**src/rtl/prog3_match_engine.sv**
```systemverilog
// prog3_match_engine: loads a 5-bit pattern from mem[32], scans mem[0..31]
// one byte per cycle and writes three match counts back to memory:
//   mem[33] = ctb  (windows inside a byte that equal the pattern)
//   mem[34] = cto  (bytes holding at least one matching window)
//   mem[35] = cts  (matches across the whole 256-bit string, including
//                   windows that straddle a byte boundary)
// Build option: define PROG3_CTS_EN to include the cts counter and its
// write-back cycle; without it the run ends after the cto write.
//
// Handshake: req is sampled only in IDLE or DONE; a high sample starts a run
// and clears done on that same edge. done is registered, rises when the
// last write-back has completed and stays high until the next accepted req.
// dbg_state mirrors the FSM state for checkers.
module prog3_match_engine (
  input  logic       clk,
  input  logic       reset,
  input  logic       req,
  output logic       done,
  output logic [7:0] mem_addr,
  input  logic [7:0] mem_rd_data,
  output logic       mem_wr_en,
  output logic [7:0] mem_wr_data,
  output logic [2:0] dbg_state
);

  typedef enum logic [2:0] {
    IDLE     = 3'd0,
    LOAD_PAT = 3'd1,
    SCAN     = 3'd2,
    WR_CTB   = 3'd3,
    WR_CTO   = 3'd4,
    WR_CTS   = 3'd5,
    DONE     = 3'd6
  } state_t;

  state_t      state, state_next;
  logic [4:0]  pat;
  logic [4:0]  idx;
  logic [7:0]  prev_byte;
  logic [7:0]  ctb;
  logic [7:0]  cto;
`ifdef PROG3_CTS_EN
  logic [7:0]  cts;
`endif

  // {previous byte, current byte}: windows starting at bits 0..3 lie inside
  // the current byte, windows starting at bits 4..7 straddle the boundary.
  logic [15:0] pair;
  logic [3:0]  hit_in;
  logic [3:0]  hit_x;
  logic [2:0]  cnt_in;
  logic [2:0]  cnt_x;

  assign pair      = {prev_byte, mem_rd_data};
  assign dbg_state = state;

  // Window comparisons and per-byte hit counts for the byte being scanned
  always_comb begin
    hit_in = '0;
    hit_x  = '0;
    cnt_in = '0;
    cnt_x  = '0;
    for (int w = 0; w < 4; w++) begin
      hit_in[w] = (pair[w +: 5] == pat);
      // Byte 0 has no predecessor, so it contributes no straddling windows.
      hit_x[w]  = (pair[w + 4 +: 5] == pat) && (idx != 5'd0);
    end
    for (int w = 0; w < 4; w++) begin
      cnt_in = cnt_in + {2'b00, hit_in[w]};
      cnt_x  = cnt_x  + {2'b00, hit_x[w]};
    end
  end

  // State register
  always_ff @(posedge clk or negedge reset) begin
    if (!reset) state <= IDLE;
    else        state <= state_next;
  end

  // Next-state and memory-port decode
  always_comb begin
    state_next  = state;
    mem_addr    = 8'd0;
    mem_wr_en   = 1'b0;
    mem_wr_data = 8'd0;
    case (state)
      IDLE, DONE: begin
        if (req) state_next = LOAD_PAT;
      end
      LOAD_PAT: begin
        mem_addr   = 8'd32;
        state_next = SCAN;
      end
      SCAN: begin
        mem_addr = {3'b000, idx};
        if (idx == 5'd31) state_next = WR_CTB;
      end
      WR_CTB: begin
        mem_addr    = 8'd33;
        mem_wr_en   = 1'b1;
        mem_wr_data = ctb;
        state_next  = WR_CTO;
      end
      WR_CTO: begin
        mem_addr    = 8'd34;
        mem_wr_en   = 1'b1;
        mem_wr_data = cto;
`ifdef PROG3_CTS_EN
        state_next  = WR_CTS;
`else
        state_next  = DONE;
`endif
      end
`ifdef PROG3_CTS_EN
      WR_CTS: begin
        mem_addr    = 8'd35;
        mem_wr_en   = 1'b1;
        mem_wr_data = cts;
        state_next  = DONE;
      end
`endif
      default: state_next = IDLE;
    endcase
  end

  // Datapath: start-of-run clears, pattern latch, per-byte accumulation
  always_ff @(posedge clk or negedge reset) begin
    if (!reset) begin
      pat       <= '0;
      idx       <= '0;
      prev_byte <= '0;
      ctb       <= '0;
      cto       <= '0;
`ifdef PROG3_CTS_EN
      cts       <= '0;
`endif
    end else begin
      case (state)
        IDLE, DONE: begin
          if (req) begin
            idx       <= '0;
            prev_byte <= '0;
            ctb       <= '0;
            cto       <= '0;
`ifdef PROG3_CTS_EN
            cts       <= '0;
`endif
          end
        end
        LOAD_PAT: begin
          pat <= mem_rd_data[7:3];
          idx <= '0;
        end
        SCAN: begin
          ctb       <= ctb + {5'd0, cnt_in};
          cto       <= cto + {7'd0, |hit_in};
`ifdef PROG3_CTS_EN
          cts       <= cts + {5'd0, cnt_in} + {5'd0, cnt_x};
`endif
          prev_byte <= mem_rd_data;
          idx       <= idx + 5'd1;
        end
        default: ;
      endcase
    end
  end

  // done is high exactly while the FSM sits in DONE
  always_ff @(posedge clk or negedge reset) begin
    if (!reset) done <= 1'b0;
    else        done <= (state_next == DONE);
  end

endmodule

```
**config.mk**
```make
export PLATFORM = sky130hd
export DESIGN_NAME = prog3_match_engine
export DESIGN_NICKNAME = d
export VERILOG_FILES = /design/src/rtl/prog3_match_engine.sv
export SDC_FILE = /design/constraint.sdc
export NUM_CORES = 1
export LEC_CHECK = 0
export ABC_AREA = 1
export ABC_CLOCK_PERIOD_IN_PS = 3000
export BUFFER_PORTS_ARGS = -buffer_cell sky130_fd_sc_hd__buf_4
export CAP_MARGIN = 20
export CORE_MARGIN = 1.5
export CORE_UTILIZATION = 40
export DETAILED_ROUTE_END_ITERATION = 10
export GPL_TIMING_DRIVEN = 0
export SYNTH_ARGS = -nofsm -noshare
export SYNTH_HDL_FRONTEND = slang
export SYNTH_SLANG_ARGS = --single-unit
```
**constraint.sdc**
```tcl
create_clock -name clk -period 3 [get_ports clk]
set_input_delay 0.3 -clock clk [delete_from_list [all_inputs] [get_ports clk]]
set_output_delay 0.3 -clock clk [all_outputs]
set_load 0.01 [all_outputs]
```
==> impl_metrics.json, run 1 <==
{
  "outcome": "finished, final reports clean",
  "place_congestion": 0.7744,
  "firstDrtPassIters": 4,
  "cts_buffer_depth": 2,
  "power_per_cell_area_nw_per_um2": 797.5,
  "final-instance-count-excl-fill": 368,
  "initial_core_util_pct": 42.26,
  "nets": 319,
  "horizontal_die_dimension_microns": 74.34,
  "grt_setup_unrepaired": "no",
  "core_area_sq_um": 4817,
  "setup.worst_path.class": "reg2reg",
  "dp.final_hpwl_microns": 3280,
  "global_route.usage.total_pct": 18.14,
  "die_y_microns": 74.34,
  "static-leakage-power_nw": 1.175,
  "number_of_antenna_violations_at_the_first_check_in_global_routing": 0,
  "slew_viol_final": 0,
  "ctsRootBufferMaster": "sky130_fd_sc_hd__clkbuf_8",
  "met3_usage_pct": 4.201,
  "clock_sinks": 30,
  "final.setup.tns_ns": 0,
  "ys.warnings.count": 0,
  "num_io_pins": 32,
  "total_die_area_sq_um": 5526,
  "post_cts_buffers": 0,
  "wire_length_of_the_first_global_routing_pass_microns": 7590,
  "area_growth_syn_to_layout_pct": 19.55,
  "data_arrival_at_the_endpoint_of_the_critical_path_ns": 3.02,
  "n_antenna_cell": 0,
  "grt_start_max_net_pins": 31,
  "dp_cells": 361,
  "skew_ns": 0.006342,
  "post_drt_via_cell_ratio": 4.698,
  "start_kind": "flop",
  "tritoncts": "built",
  "drc": 0,
  "num_rows": 25,
  "fraction_of_layout_cells_with_a_size_suffix_above_1_pct": 22.92,
  "first_global_vias": 1666,
  "dr.first_iter.drc_count": 102,
  "worst_setup_hold_path_clk_slew_ns": 0.07,
  "layout.filler_cells": 503,
  "gr-max-usage-layer": "met2",
  "dr_total_vias": 1729,
  "mapped_cell_area_sq_um": 2036,
  "power.total_mw": 1.941,
  "utilization_pct": 50.52,
  "critical_path.endpoint_type": "flop",
  "grt.overflow.total": 0,
  "ys_seq_elements": 30,
  "use_met2_pct": 28.87,
  "layout.cells.most_common": "sky130_fd_sc_hd__nand2_1",
  "hp-class": "in2reg",
  "clock_buffer_count_from_cts": 5,
  "groute.layer.met1.usage_pct": 24.72,
  "ir_drop_mv": 0.3731,
  "antenna_left": 0,
  "timing.final.crit_period_ns": 2.800,
  "leading_cell_types_in_the_layout_fill_and_taps_excluded": "66 x sky130_fd_sc_hd__nand2_1, 32 x sky130_fd_sc_hd__buf_4, 32 x sky130_fd_sc_hd__inv_1",
  "setup_viol_count_final": 0,
  "fin_crit_sh_pct": 93.34,
  "wirelength_microns": 4348,
  "wirelength_per_cell_microns": 11.82,
  "layout.area.seq_sq_um": 752.0,
  "crit_fanout": 5,
  "post_synth.cell_area_avg_sq_um": 7.682,
  "h-tree-depth": 2,
  "netlist_instances": 265,
  "hold_vio_cnt_final": 0,
  "clk-insertion-delay-late_ns": 0.29,
  "i_o_buffers": 28,
  "maxClockFrequency_ghz": 0.3571,
  "synth.lib_cells_used.distinct": 31,
  "multi_input_area_sq_um": 1089,
  "max_cap_violations": 0,
  "critPathRequiredTime_ns": 3.22,
  "synth_seq_area_share_pct": 36.88,
  "r2r_slack_ns": 0.20
}
## worst max-delay path, cell delays in order (launching register included)
cell and delay (ns):
sky130_fd_sc_hd__dfrtp_2 0.41, sky130_fd_sc_hd__inv_1 0.07, sky130_fd_sc_hd__or2_2 0.27, sky130_fd_sc_hd__nand3_1 0.10, sky130_fd_sc_hd__nor2_2 0.07, sky130_fd_sc_hd__fa_1 0.48
sky130_fd_sc_hd__fa_1 0.46, sky130_fd_sc_hd__fa_1 0.41, sky130_fd_sc_hd__nand2_1 0.11, sky130_fd_sc_hd__nor2_1 0.06, sky130_fd_sc_hd__inv_1 0.07, sky130_fd_sc_hd__o21ai_1 0.07
sky130_fd_sc_hd__a21oi_2 0.15
## Yosys cell counts
| cell | number | area [sq um] |
|---|---|---|
| sky130_fd_sc_hd__a211oi_1 | 1 | 7.510 |
| sky130_fd_sc_hd__a21oi_1 | 5 | 25.02 |
| sky130_fd_sc_hd__a21oi_2 | 1 | 8.760 |
| sky130_fd_sc_hd__a31oi_1 | 1 | 6.260 |
| sky130_fd_sc_hd__buf_12 | 1 | 20.02 |
| sky130_fd_sc_hd__buf_2 | 4 | 20.02 |
| sky130_fd_sc_hd__buf_4 | 4 | 30.03 |
| sky130_fd_sc_hd__clkbuf_1 | 3 | 11.26 |
| sky130_fd_sc_hd__conb_1 | 1 | 3.750 |
| sky130_fd_sc_hd__dfrtp_1 | 30 | 750.7 |
| sky130_fd_sc_hd__fa_1 | 3 | 60.06 |
| sky130_fd_sc_hd__ha_1 | 5 | 62.56 |
| sky130_fd_sc_hd__inv_1 | 32 | 120.1 |
| sky130_fd_sc_hd__inv_2 | 1 | 3.750 |
| sky130_fd_sc_hd__mux2_2 | 1 | 11.26 |
| sky130_fd_sc_hd__nand2_1 | 66 | 247.7 |
| sky130_fd_sc_hd__nand2_2 | 3 | 18.77 |
| sky130_fd_sc_hd__nand2_4 | 2 | 22.52 |
| sky130_fd_sc_hd__nand3_1 | 23 | 115.1 |
| sky130_fd_sc_hd__nand3_2 | 1 | 10.01 |
| sky130_fd_sc_hd__nand4_1 | 3 | 18.77 |
| sky130_fd_sc_hd__nor2_1 | 22 | 82.58 |
| sky130_fd_sc_hd__nor2_4 | 1 | 11.26 |
| sky130_fd_sc_hd__nor3_4 | 1 | 16.27 |
| sky130_fd_sc_hd__o21ai_0 | 16 | 80.08 |
| sky130_fd_sc_hd__o21ai_1 | 1 | 5.000 |
| sky130_fd_sc_hd__o21ai_2 | 10 | 87.58 |
| sky130_fd_sc_hd__o22ai_1 | 8 | 50.05 |
| sky130_fd_sc_hd__or2_2 | 1 | 6.260 |
| sky130_fd_sc_hd__xnor2_1 | 13 | 113.9 |
| sky130_fd_sc_hd__xor2_1 | 1 | 8.760 |
## stage by stage
step | worst slack (ns) | hold WS [ns] | instance area (sq um)
2_1_floorplan | 0.2981 | 0.004409 | 2039
3_3_place_gp | 0.03198 | 0.2611 | 2333
3_5_place_dp | 0.0009741 | 0.2653 | 2333
4_1_cts | 0.006451 | 0.2426 | 2435
5_1_grt | 0.01365 | 0.2456 | 2434
6_report | 0.1998 | 0.2443 | 2434
## layer usage
layer,wire [microns],part of all wire [%]
met1,2137,49
met2,1969,45
met3,187,4.3
met4,54,1.2
met5,0,0
## registers in the layout, summed over array words and instances, names as in the netlist
| name | flops |
|---|---|
| cto | 8 |
| ctb | 8 |
| done | 1 |
| dbg_state | 3 |
| idx | 5 |
| pat | 5 |
## final cells by class
| class | count | area share (%) |
|---|---|---|
| clock buffer | 7 | 3.548 |
| sequential | 30 | 30.90 |
| timing repair buffer | 29 | 9.049 |
| tap | 67 | 3.445 |
| multi-input combinational | 191 | 44.73 |
| clock inverter | 1 | 0.2057 |
| inverter | 33 | 5.090 |
| buffer | 10 | 3.033 |
## path summary, 6_finish.rpt
kind | start | end | cells past startpoint
min in group asynchronous | reset | cto[4]$_DFFE_PN0P_ | 2
worst min register to register | idx[4]$_DFFE_PN0P_ | idx[4]$_DFFE_PN0P_ | 2
worst max-delay path | pat[1]$_DFFE_PN0P_ | ctb[6]$_DFFE_PN0P_ | 12
worst min-delay path | req | done$_DFF_PN0_ | 2
max in group asynchronous | reset | pat[1]$_DFFE_PN0P_ | 2
worst max register to register | pat[1]$_DFFE_PN0P_ | ctb[6]$_DFFE_PN0P_ | 12
## power breakdown
group          internal [mW]  switching, mW  total, mW
logic                  0.407          0.564      0.971
registers              0.500          0.127      0.627
clock network          0.185          0.158      0.343
## cell families after synthesis
group                    synth area share (%)
flip-flops                              36.88
other                                  0.1842
AO/OA/AOI/OAI                           13.28
buffers and inverters                   10.08
AND/OR/NAND/NOR                         26.98
multiplexers                           0.5531
XOR/XNOR                                6.023
adder cells (fa/ha/maj)                 6.023
## repair_timing
| item | in CTS | in global routing |
|---|---|---|
| endpoints found under the setup margin | 0 | 3 |
| hold buffers | 1 | 0 |
| endpoints found under the hold margin | 30 | 0 |
| gates resized for setup | 0 | 3 |
Note: power is estimated with default switching activity, not from simulation.
==> inputs of run 2 (changes only) <==
--- a/config.mk
+++ b/config.mk
@@ -6,13 +6,14 @@
 export NUM_CORES = 1
 export LEC_CHECK = 0
 export ABC_AREA = 1
-export ABC_CLOCK_PERIOD_IN_PS = 3000
+export ABC_CLOCK_PERIOD_IN_PS = 3390
 export BUFFER_PORTS_ARGS = -buffer_cell sky130_fd_sc_hd__buf_4
 export CAP_MARGIN = 20
 export CORE_MARGIN = 1.5
 export CORE_UTILIZATION = 40
 export DETAILED_ROUTE_END_ITERATION = 10
 export GPL_TIMING_DRIVEN = 0
+export MAX_ROUTING_LAYER = met4
 export SYNTH_ARGS = -nofsm -noshare
 export SYNTH_HDL_FRONTEND = slang
 export SYNTH_SLANG_ARGS = --single-unit
==> constraint.sdc (replaced) <==
create_clock -name clk -period 3.39 [get_ports clk]
set_input_delay 0.339 -clock clk [delete_from_list [all_inputs] [get_ports clk]]
set_output_delay 0.339 -clock clk [all_outputs]
set_load 0.01 [all_outputs]
==> run 2 against run 1 <==
- via count rose by 0.12%
- non-clock buffer count is 2 higher
- sequential cell count stayed put
- critical endpoint unchanged
- hold slack gained 0.039 ns
- critical path type unchanged
- sequential power fell by 15%
- core utilization hardly changed
- register-to-register slack improved by 0.25 ns
==> impl_metrics.json, run 2 (synthesized netlist as in run 1, its figures left out) <==
{
  "clock_buffer_count_from_cts": 5,
  "tritoncts": "built",
  "static-leakage-power_nw": 1.179,
  "wirelength_microns": 4339,
  "fin_hold_ws_ns": 0.2830,
  "firstDrtPassIters": 4,
  "groute.layer.met1.usage_pct": 24.72,
  "fraction_of_layout_cells_with_a_size_suffix_above_1_pct": 21.78,
  "multi_input_area_sq_um": 1084,
  "clk-insertion-delay-late_ns": 0.29,
  "wire_length_of_the_first_global_routing_pass_microns": 7590,
  "first_global_vias": 1666,
  "die_y_microns": 74.34,
  "clock_sinks": 30,
  "skew_ns": 0.006229,
  "core_area_sq_um": 4817,
  "biggestRegsByFlops": "ctb x8, cto x8",
  "leading_cell_types_in_the_layout_fill_and_taps_excluded": "66 x sky130_fd_sc_hd__nand2_1, 32 x sky130_fd_sc_hd__buf_4, 32 x sky130_fd_sc_hd__inv_1",
  "layout.filler_cells": 503,
  "data_arrival_at_the_endpoint_of_the_critical_path_ns": 3.16,
  "cts_buffer_depth": 2,
  "outcome": "finished, final reports clean",
  "num_io_pins": 32,
  "timing.final.crit_period_ns": 2.940,
  "comb_power_share_pct": 51.3,
  "total_die_area_sq_um": 5526,
  "number_of_antenna_violations_at_the_first_check_in_global_routing": 0,
  "horizontal_die_dimension_microns": 74.34,
  "grt_start_max_net_pins": 31,
  "n_antenna_cell": 0,
  "layout.area.seq_sq_um": 750.7,
  "area_growth_syn_to_layout_pct": 19.61,
  "num_rows": 25,
  "met3_usage_pct": 4.201,
  "crit_path_frequent_cell": "sky130_fd_sc_hd__fa_1",
  "final.setup.tns_ns": 0,
  "critPathRequiredTime_ns": 3.61,
  "timing.critical_path.slowest_stage_cell": "sky130_fd_sc_hd__fa_1",
  "cts.repair.resized": 0,
  "fin_crit_sh_pct": 86.71,
  "dp.final_hpwl_microns": 3280,
  "gr-max-usage-layer": "met2",
  "h-tree-depth": 2,
  "dr.first_iter.drc_count": 102,
  "global_route.usage.total_pct": 18.72,
  "critical_path.endpoint_type": "flop",
  "place_congestion": 0.7849,
  "slew_viol_final": 0,
  "hold_vio_cnt_final": 0,
  "seq_power_share_pct": 31.0,
  "i_o_buffers": 28,
  "post_cts_buffers": 0,
  "path_cells": "clkbuf_1 -> xnor2_1 -> nand3_1 -> nor2_1 -> fa_1 -> fa_1 -> fa_1 -> nand2_1 -> nor2_1 -> inv_1 -> o21ai_1 -> a21oi_2",
  "setup.worst_path.class": "reg2reg",
  "post_drt_via_cell_ratio": 4.678,
  "internal_power_mw": 0.9683,
  "power_switching_mw": 0.7490,
  "max_cap_violations": 0,
  "grt_setup_unrepaired": "no",
  "maxClockFrequency_ghz": 0.3402,
  "netSwitchingFraction_pct": 43.61,
  "initial_core_util_pct": 42.26,
  "grt.overflow.total": 0,
  "start_kind": "flop",
  "use_met2_pct": 28.87,
  "cp_top_family": "adder cells",
  "layout.cells.most_common": "sky130_fd_sc_hd__nand2_1",
  "dr_total_vias": 1731,
  "ctsRootBufferMaster": "sky130_fd_sc_hd__clkbuf_8",
  "antenna_left": 0,
  "ir_drop_mv": 0.3303,
  "critical_path.n_buffers_inverters": 2,
  "utilization_pct": 50.55,
  "clock_power_share_pct": 17.7,
  "worst_setup_hold_path_clk_slew_ns": 0.07,
  "wirelength_per_cell_microns": 11.73,
  "power_per_cell_area_nw_per_um2": 705.3,
  "nets": 321,
  "drc": 0,
  "slowest_delay_ns": 0.49,
  "crit_fanout": 5,
  "setup_viol_count_final": 0,
  "hp-class": "in2reg"
}
==> run 2: cell count changes in the layout (fill, tap and decap cells not counted), sizes merged <==
cell / previous run / this run
clkbuf: 8 / 10
==> run 2: routing by layer <==
metal	share of wire, %	vias to the layer above
met5	0	-
li1	-	919
met2	45	24
met1	50	782
met3	4.1	6
met4	1.2	0
==> run 2: final timing paths <==
path / cells past startpoint / slack (ns) / endpoint / startpoint
setup / recovery: 12 / 0.45 / ctb[6]$_DFFE_PN0P_ / pat[0]$_DFFE_PN0P_
hold / removal: 2 / 0.28 / done$_DFF_PN0_ / req
setup reg to reg: 12 / 0.45 / ctb[6]$_DFFE_PN0P_ / pat[0]$_DFFE_PN0P_
hold reg to reg: 2 / 0.51 / idx[4]$_DFFE_PN0P_ / idx[4]$_DFFE_PN0P_
max in group asynchronous: 2 / 2.56 / pat[0]$_DFFE_PN0P_ / reset
min in group asynchronous: 2 / 0.53 / cto[4]$_DFFE_PN0P_ / reset
==> run 2: worst register-to-register path: stages (launching register included) <==
cell	delay, ns
sky130_fd_sc_hd__dfrtp_1	0.32
sky130_fd_sc_hd__clkbuf_1	0.25
sky130_fd_sc_hd__xnor2_1	0.16
sky130_fd_sc_hd__nand3_1	0.09
sky130_fd_sc_hd__nor2_1	0.24
sky130_fd_sc_hd__fa_1	0.49
sky130_fd_sc_hd__fa_1	0.46
sky130_fd_sc_hd__fa_1	0.41
sky130_fd_sc_hd__nand2_1	0.11
sky130_fd_sc_hd__nor2_1	0.06
sky130_fd_sc_hd__inv_1	0.07
sky130_fd_sc_hd__o21ai_1	0.07
sky130_fd_sc_hd__a21oi_2	0.15
==> run 2: metrics by stage <==
step / instances / power (mW) / cell area (sq um) / worst slack [ns]
after floorplan: 266 / 1.177 / 2039 / 0.6619
after global placement: 361 / 1.424 / 2333 / 0.4159
after detailed placement: 361 / 1.427 / 2333 / 0.3835
after CTS: 370 / 1.740 / 2435 / 0.3965
after global routing: 370 / 1.869 / 2435 / 0.2050
final: 370 / 1.717 / 2435 / 0.4504
==> run 2: area by class of cell <==
class	count	share of cell area [%]
multi-input combinational	191	44.50
sequential	30	30.83
timing repair buffer	29	9.044
inverter	33	5.087
clock buffer	7	3.546
tap	67	3.443
buffer	12	3.340
clock inverter	1	0.2055
==> run 2: timing repair <==
action	4_1_cts	5_1_grt
hold endpoints to repair	23	0
setup endpoints to repair	0	0
hold buffers	1	0
==> run 2: power by group through the flow <==
stage	Combinational, mW	Sequential, mW	Clock (mW)
finish	0.882	0.532	0.304
global placement	0.887	0.537	0
detailed placement	0.889	0.538	0
global route	0.998	0.544	0.327
floorplan	0.648	0.530	0
CTS	0.896	0.531	0.312
==> inputs of run 3 (changes only) <==
==> constraint.sdc (replaced) <==
create_clock -name clk -period 3.39 [get_ports clk]
set_input_delay 0.5085 -clock clk [delete_from_list [all_inputs] [get_ports clk]]
set_output_delay 0.5085 -clock clk [all_outputs]
set_load 0.01 [all_outputs]
==> run 3 against run 2 <==
- via count about the same
- clock power barely moved
- setup slack got worse by 0.038 ns
- sequential cell count is the same
- die area did not move
- core utilization decreased by 0.21 points
- critical endpoint unchanged
- largest cell class unchanged
- largest power group unchanged
==> impl_metrics.json, run 3 (synthesized netlist as in run 1, its figures left out) <==
{
  "outcome": "finished, final reports clean",
  "clock_buffer_count_from_cts": 5,
  "static-leakage-power_nw": 1.175,
  "layout.cells.most_common": "sky130_fd_sc_hd__nand2_1",
  "setup.worst_path.class": "reg2reg",
  "hp-class": "in2async",
  "utilization_pct": 50.34,
  "core_area_sq_um": 4817,
  "cts_buffer_depth": 2,
  "drc": 0,
  "layout.filler_cells": 504,
  "power_per_cell_area_nw_per_um2": 708.1,
  "antenna_left": 0,
  "cp_top_family": "adder cells",
  "clk-insertion-delay-late_ns": 0.29,
  "number_of_antenna_violations_at_the_first_check_in_global_routing": 0,
  "fin_crit_sh_pct": 87.84,
  "path_cells": "clkbuf_1 -> xnor2_1 -> nand3_1 -> nor2_1 -> fa_1 -> fa_1 -> fa_1 -> nand2_1 -> nor2_1 -> inv_1 -> o21ai_1 -> a21oi_2",
  "post_cts_buffers": 0,
  "n_antenna_cell": 0,
  "dp.final_hpwl_microns": 3280,
  "slew_viol_final": 0,
  "h-tree-depth": 2,
  "slowest_delay_ns": 0.50,
  "max_cap_violations": 0,
  "firstDrtPassIters": 4,
  "grt_start_max_net_pins": 31,
  "place_congestion": 0.7849,
  "num_rows": 25,
  "clock_sinks": 30,
  "i_o_buffers": 28,
  "critical_path.n_buffers_inverters": 2,
  "initial_core_util_pct": 42.26,
  "power.total_mw": 1.717,
  "worst_setup_hold_path_clk_slew_ns": 0.07,
  "grt.overflow.total": 0,
  "total_die_area_sq_um": 5526,
  "hold_vio_cnt_final": 0,
  "area_growth_syn_to_layout_pct": 19.12,
  "final.setup.tns_ns": 0,
  "ctsRootBufferMaster": "sky130_fd_sc_hd__clkbuf_8",
  "detailedPlace.worstSlack_ns": 0.2140,
  "postLayoutCellArea_sq_um": 2425,
  "tritoncts": "built",
  "ir_drop_mv": 0.3301,
  "first_global_vias": 1660,
  "cts.repair.resized": 0,
  "critical_path.endpoint_type": "flop",
  "setup_viol_count_final": 0,
  "wirelength_microns": 4349,
  "crit_fanout": 5,
  "fin_hold_ws_ns": 0.1509,
  "horizontal_die_dimension_microns": 74.34,
  "maxClockFrequency_ghz": 0.3358,
  "dpl_cell_area_sq_um": 2333,
  "wire_length_of_the_first_global_routing_pass_microns": 7576,
  "nets": 320,
  "skew_ns": 0.006330,
  "hold_buffers": 0,
  "start_kind": "flop",
  "dr.first_iter.drc_count": 90,
  "timing.final.crit_period_ns": 2.978,
  "crit_path_frequent_cell": "sky130_fd_sc_hd__fa_1",
  "grt_setup_unrepaired": "no",
  "dp_cells": 361,
  "fraction_of_layout_cells_with_a_size_suffix_above_1_pct": 21.85,
  "num_io_pins": 32,
  "biggestRegsByFlops": "ctb x8, cto x8",
  "timing.critical_path.slowest_stage_cell": "sky130_fd_sc_hd__fa_1",
  "global_route.usage.total_pct": 18.69,
  "data_arrival_at_the_endpoint_of_the_critical_path_ns": 3.20,
  "dr_total_vias": 1732,
  "die_y_microns": 74.34,
  "post_drt_via_cell_ratio": 4.694,
  "critPathRequiredTime_ns": 3.61,
  "wirelength_per_cell_microns": 11.79,
  "r2r_slack_ns": 0.41,
  "leading_cell_types_in_the_layout_fill_and_taps_excluded": "66 x sky130_fd_sc_hd__nand2_1, 32 x sky130_fd_sc_hd__buf_4, 32 x sky130_fd_sc_hd__inv_1",
  "timing.final.ws_setup_ns": 0.4124,
  "final-instance-count-excl-fill": 369
}
run 3: cell types whose count changed in the layout (fill, tap and decap cells not counted):
cell                            previous run  this run
sky130_fd_sc_hd__dlygate4sd3_1             1         0
run 3: worst register-to-register path, cell delays in order, from the launching register on:
cell,delay (ns)
sky130_fd_sc_hd__dfrtp_1,0.32
sky130_fd_sc_hd__clkbuf_1,0.25
sky130_fd_sc_hd__xnor2_1,0.16
sky130_fd_sc_hd__nand3_1,0.09
sky130_fd_sc_hd__nor2_1,0.27
sky130_fd_sc_hd__fa_1,0.50
sky130_fd_sc_hd__fa_1,0.46
sky130_fd_sc_hd__fa_1,0.41
sky130_fd_sc_hd__nand2_1,0.11
sky130_fd_sc_hd__nor2_1,0.06
sky130_fd_sc_hd__inv_1,0.07
sky130_fd_sc_hd__o21ai_1,0.07
sky130_fd_sc_hd__a21oi_2,0.15
run 3: routing by layer:
metal  GRT usage, %  wire length [microns]
met5              -                      0
met4          5.455                     54
met3          4.201                    180
met2          28.77                   1961
met1          24.72                   2152
run 3: layout make-up:
cell class              count  area, sq um  area share, %
multi-input cells         191         1084          44.69
flip-flops and latches     30        750.7          30.96
repair buffers             28        210.2          8.669
inverters                  33        123.9          5.108
clock buffers               7        86.33          3.560
well taps                  67        83.83          3.457
plain buffers              12        81.33          3.354
clock inverters             1        5.005         0.2064
run 3: where the power goes:
part / switching, mW / internal, mW
sequential: 0.0907 / 0.441
clock: 0.140 / 0.164
combinational: 0.518 / 0.363
run 3: path summary, 6_finish.rpt:
| kind | cells past startpoint | start | end |
|---|---|---|---|
| worst min-delay path | 1 | reset | cto[4]$_DFFE_PN0P_ |
| max in group asynchronous | 1 | reset | pat[0]$_DFFE_PN0P_ |
| worst max-delay path | 12 | pat[0]$_DFFE_PN0P_ | ctb[6]$_DFFE_PN0P_ |
| worst min register to register | 2 | idx[4]$_DFFE_PN0P_ | idx[4]$_DFFE_PN0P_ |
| min in group clk | 2 | req | done$_DFF_PN0_ |
| worst max register to register | 12 | pat[0]$_DFFE_PN0P_ | ctb[6]$_DFFE_PN0P_ |
